File: src/rtl/pixel_pkg.sv
// pixel_pkg: shared widths, pixel type and read-out FSM states
package pixel_pkg;
    localparam int PIXEL_W      = 9;
    localparam int BYTE_W       = 8;
    localparam int PIX_PER_WORD = 4;
    localparam int WORD_W       = 32;
    typedef logic [PIXEL_W-1:0] pixel_t;
    typedef enum logic [1:0] {IDLE, SEND, DONE} rd_state_t;
endpackage

File: src/rtl/pixel_to_byte.sv
// pixel_to_byte: one 9-bit pixel to one byte; SATURATE_EN clamps instead of truncating
module pixel_to_byte
    import pixel_pkg::*;
(
    input  pixel_t              pix_i,
    output logic [BYTE_W-1:0]   byte_o
);
`ifdef SATURATE_EN
    assign byte_o = pix_i[PIXEL_W-1] ? '1 : pix_i[BYTE_W-1:0];
`else
    logic unused_msb;
    assign unused_msb = pix_i[PIXEL_W-1];
    assign byte_o     = pix_i[BYTE_W-1:0];
`endif
endmodule

File: src/rtl/pixel_word_reader.sv
// pixel_word_reader: snapshots a pixel array and streams it as 4-pixel words (SATURATE_EN selects clamping)
module pixel_word_reader
    import pixel_pkg::*;
#(
    parameter int NUM_PIXELS = 160
) (
    input  logic                                clk,
    input  logic                                rst_n,
    input  logic                                start,
    input  logic                                clean,
    input  logic [NUM_PIXELS-1:0][PIXEL_W-1:0]  data_in,
    input  logic                                ready,
    output logic                                valid,
    output logic [WORD_W-1:0]                   data_out,
    output logic [15:0]                         iterator,
    output logic                                busy,
    output logic                                done
);
    localparam int NW     = (NUM_PIXELS + PIX_PER_WORD - 1) / PIX_PER_WORD;
    localparam int WIW    = NW > 1 ? $clog2(NW) : 1;
    localparam int SNAP_W = NW * PIX_PER_WORD * PIXEL_W;
    localparam logic [15:0] LAST = 16'(PIX_PER_WORD * (NW - 1));

    rd_state_t                                  state_q;
    logic [NW*PIX_PER_WORD-1:0][PIXEL_W-1:0]    snap_q;
    logic [15:0]                                iter_q;
    logic                                       valid_q;
    logic                                       done_q;
    logic [WIW-1:0]                             widx;

    // snapshot is padded to whole words with zero pixels, so pad lanes read 0
    assign widx     = iter_q[WIW+1:2];
    assign valid    = valid_q;
    assign busy     = valid_q;
    assign done     = done_q;
    assign iterator = iter_q;

    for (genvar k = 0; k < PIX_PER_WORD; k++) begin : g_lane
        pixel_to_byte u_p2b (
            .pix_i  (snap_q[{widx, 2'(k)}]),
            .byte_o (data_out[k*BYTE_W +: BYTE_W])
        );
    end

    // read-out FSM: capture, step one word per handshake, one-cycle done pulse
    always_ff @(posedge clk or negedge rst_n) begin
        if (!rst_n) begin
            state_q <= IDLE;
            snap_q  <= '0;
            iter_q  <= '0;
            valid_q <= 1'b0;
            done_q  <= 1'b0;
        end else if (clean) begin
            state_q <= IDLE;
            snap_q  <= '0;
            iter_q  <= '0;
            valid_q <= 1'b0;
            done_q  <= 1'b0;
        end else begin
            case (state_q)
                IDLE: if (start) begin
                    state_q <= SEND;
                    snap_q  <= SNAP_W'(data_in);
                    iter_q  <= '0;
                    valid_q <= 1'b1;
                end
                SEND: if (ready) begin
                    if (iter_q == LAST) begin
                        state_q <= DONE;
                        valid_q <= 1'b0;
                        done_q  <= 1'b1;
                    end else begin
                        iter_q  <= iter_q + 16'd4;
                    end
                end
                DONE: begin
                    state_q <= IDLE;
                    iter_q  <= '0;
                    done_q  <= 1'b0;
                end
                default: state_q <= IDLE;
            endcase
        end
    end
endmodule

File: config.mk
export PLATFORM = sky130hd
export DESIGN_NAME = pixel_word_reader
export DESIGN_NICKNAME = d
export VERILOG_FILES = /design/src/rtl/pixel_pkg.sv /design/src/rtl/pixel_to_byte.sv /design/src/rtl/pixel_word_reader.sv
export SDC_FILE = /design/constraint.sdc
export NUM_CORES = 2
export LEC_CHECK = 0
export CORE_AREA = 3 3 589 591
export DETAILED_ROUTE_END_ITERATION = 10
export DIE_AREA = 0 0 592 594
export GPL_TIMING_DRIVEN = 1
export PLACE_DENSITY = 0.4
export SYNTH_ARGS = -nofsm -noshare
export SYNTH_HDL_FRONTEND = slang
export SYNTH_SLANG_ARGS = --single-unit
File: constraint.sdc
create_clock -name clk -period 4.35 [get_ports clk]
set_clock_uncertainty 0.05 [all_clocks]
set_input_delay 0.435 -clock clk [delete_from_list [all_inputs] [get_ports clk]]
set_output_delay 0.435 -clock clk [all_outputs]
set_load 0.02 [all_outputs]
==> impl_metrics.py <==
metrics = {
    "critical_path": {
        "critical_path.max_fanout": 8,
        "path_class": "flop to primary output",
        "r2r-start": "iterator[5]",
        "crit_arrival_ns": 3.83,
        "cp-end-kind": "primary output",
        "required_ns": 3.87,
        "r2r_slack_ns": 0.76,
        "startpoint_type": "flop",
        "r2r-end": "iterator[4]",
        "rr_worst_depth": 6,
    },
    "drt": {
        "via_per_inst": 4.33,
        "drt_iter0_markers": 4231,
        "wl_per_cell_um": 27.8,
        "drcViolationCount": 0,
        "ant_nets": 0,
        "first_pass_iters": 6,
        "route.vias.total": 54200,
        "wl_mm": 348,
    },
    "sta": {
        "setup_tns_ns": 0,
        "rsz0062_at_grt": "true",
        "fin_crit_ns": 4.31,
        "tightest_slew_ns": 1.31,
        "slew_headroom_pct": 12.9,
        "hold_viol": 0,
        "setup_viol": 0,
        "fmax_mhz": 232,
        "worst_slack_ns": 0.0379,
        "slew_violations": 0,
        "period_share_pct": 99.1,
    },
    "pwr": {
        "netSwitchingPower_mw": 10.1,
        "leakage_nw": 35.4,
        "vdd_drop_max_mv": 0.261,
        "p_int_mw": 24.7,
        "power_density_mw_per_mm2": 394,
        "power_mw": 34.8,
        "seq_power_share_pct": 40.1,
        "p_sw_share_pct": 29.1,
        "p_clk_share_pct": 41.9,
        "power_frac_comb_pct": 18.0,
    },
    "status": {
        "status": "complete, no violations",
    },
    "layout": {
        "final_common_cell": "nand2_1",
        "areaGrowthSynthToFinish_pct": 45.3,
        "layout.nets": 9231,
        "final_cell_mix": "nand2_1, clkdlybuf4s50_1, dfrtp_1",
        "fillCellCount": 36900,
        "instances_no_fill": 12500,
        "drive_above_1_share_pct": 12.8,
    },
    "clocking": {
        "clock-sinks": 1298,
        "numCtsBuffers": 172,
        "clk_pin_slew_worst_paths_ns": 0.06,
        "cts_max_level": 4,
        "clk_latency_ns": 0.83,
        "clockBufferDepth": 4,
        "root_buffer": "clkbuf_16",
        "cts_tree": "yes",
    },
    "synthesis": {
        "synth.cell_area_mm2": 0.0607,
        "synth_edf_count": 0,
        "synth_warnings": 0,
        "post_synth_num_cell_types": 52,
        "synth_flop_cell": "dfrtp_1",
        "syn_area_per_cell_um2": 9.37,
        "async_flop_share_pct": 100,
        "synth.ff_latch_count": 1298,
        "yosysSeqAreaShare_pct": 53.5,
        "synthCells": 6477,
    },
    "placed_design": {
        "place.port_buffers": 1333,
        "dp_cells": 12100,
        "place_congestion": 0.875,
        "place_ws_ns": -0.468,
        "dpl.hpwl_mm": 274,
    },
    "die": {
        "start_util_pct": 17.7,
        "row_count": 215,
        "die_y_um": 594,
        "core-area_mm2": 0.342,
        "fp.dieW_um": 592,
        "die-area_mm2": 0.352,
        "io-pin-count": 1496,
    },
    "worst_hold_path": {
        "hp-class": "input pin to flop",
        "worst_hold_path.endpoint": "snap_q[592]",
        "min_path_cells": 3,
        "min_from": "data_in[592]",
    },
    "global_route": {
        "antenna_found_initial": 182,
        "grt_remaining_overflow": 0,
        "grt_pass1_vias": 56100,
        "grt_util_all_layers_pct": 19.2,
        "grt_pass1_wl_mm": 471,
        "grt_max_degree": 226,
    },
    "job": {
        "cap_violations": 0,
    },
}
[worst max-delay path, stage by stage (launching register included)]
cell and delay (ns):
dfrtp_4 0.57, buf_6 0.17, buf_6 0.12, buf_12 0.13
buf_4 0.13, mux4_2 0.46, a22o_4 0.28, a211oi_4 0.44
buf_4 0.20, a211o_2 0.20, o21ai_1 0.09, buf_4 0.21
[power groups by stage]
| stage | combinational [mW] | clock (mW) | sequential [mW] |
|---|---|---|---|
| after floorplan | 2.60 | 0 | 13.8 |
| after global placement | 6.03 | 0 | 14.1 |
| after detailed placement | 6.07 | 0 | 14.1 |
| after CTS | 6.36 | 15.0 | 13.9 |
| after global routing | 6.79 | 15.5 | 14.0 |
| final | 6.27 | 14.6 | 13.9 |
[cell usage after synthesis (all sizes together), types with 2 or more instances]
library cell,count,area share [%]
a211oi,66,0.82
a22o,32,0.46
a22oi,32,0.40
a21o,3,0.037
inv,10,0.062
mux4,256,9.5
o31ai,4,0.049
nor2b,4,0.041
nor2,11,0.068
nand2,2564,16
o22ai,32,0.33
a2111oi,3,0.043
a211o,32,0.46
clkbuf,488,3.0
nand3,6,0.049
or3b,3,0.043
dfrtp,1298,54
buf,73,0.63
ha,6,0.12
nand2b,2,0.021
mux2i,160,2.6
xnor2,5,0.072
o221ai,32,0.46
nor4b,2,0.029
a21oi,13,0.11
o21ai,1314,11
nand3b,3,0.037
or4,5,0.062
[cell type report]
class / count / area [µm²] / area share (%)
sequential: 1298 / 32500 / 36.8
multi-input combinational: 4609 / 26700 / 30.3
timing repair buffer: 1689 / 17400 / 19.8
tap: 4557 / 5700 / 6.46
clock buffer: 253 / 5080 / 5.76
clock inverter: 49 / 609 / 0.691
antenna: 54 / 135 / 0.153
inverter: 10 / 45.0 / 0.0511
[cell families after synthesis]
kind of cell               after synthesis  synth area share, %
AOI/OAI and AO/OA                     1569                 14.1
xor gates and xnor gates                 5               0.0721
adders and majority gates                6                0.124
buffers and inverters                  571                 3.71
DFF                                   1298                 53.5
muxes                                  417                 12.2
other                                    1              0.00618
and+or+nand+nor                       2610                 16.3
[state kept, by name, summed over array words and instances (netlist names)]
signal and count:
busy 1, snap_q 1280, done 1, iterator 14
state_q 2
[metrics by stage]
step / util (%) / hold slack [ns] / instance area (µm²)
6_report: 25.8 / 0.116 / 88200
5_1_grt: 25.7 / 0.0571 / 88100
4_1_cts: 25.6 / 0.000309 / 87800
3_5_place_dp: 23.6 / 0.415 / 80700
3_3_place_gp: 23.6 / 0.407 / 80700
2_1_floorplan: - / 0.0894 / 60700
[timing repair]
| action | 4_1_cts | 5_1_grt |
|---|---|---|
| resized for setup | 176 | 44 |
| hold endpoints to repair | 120 | 0 |
| hold buffers | 24 | 0 |
| cloned | 7 | 2 |
| setup buffers | 38 | 5 |
| pin swaps | 24 | 10 |
| setup endpoints to repair | 32 | 24 |
[metal layers]
metal / global-route usage (%) / share of wire, % / vias to the layer above
met1: 25.1 / 43 / 26900
met4: 5.56 / 2.9 / 142
li1: - / - / 24700
met2: 31.0 / 46 / 1922
met5: 0 / 0.26 / -
met3: 5.11 / 7.4 / 529
[worst max path at each step]
stage	startpoint	end	cells past startpoint
global placement	iterator[2]	data_out[23]	9
detailed placement	iterator[2]	data_out[23]	9
global route	iterator[2]	data_out[0]	12
finish	iterator[2]	data_out[4]	11
CTS	iterator[3]	data_out[10]	9
floorplan	iterator[3]	data_out[0]	7
No activity file was read; power rests on OpenSTA's default activity.
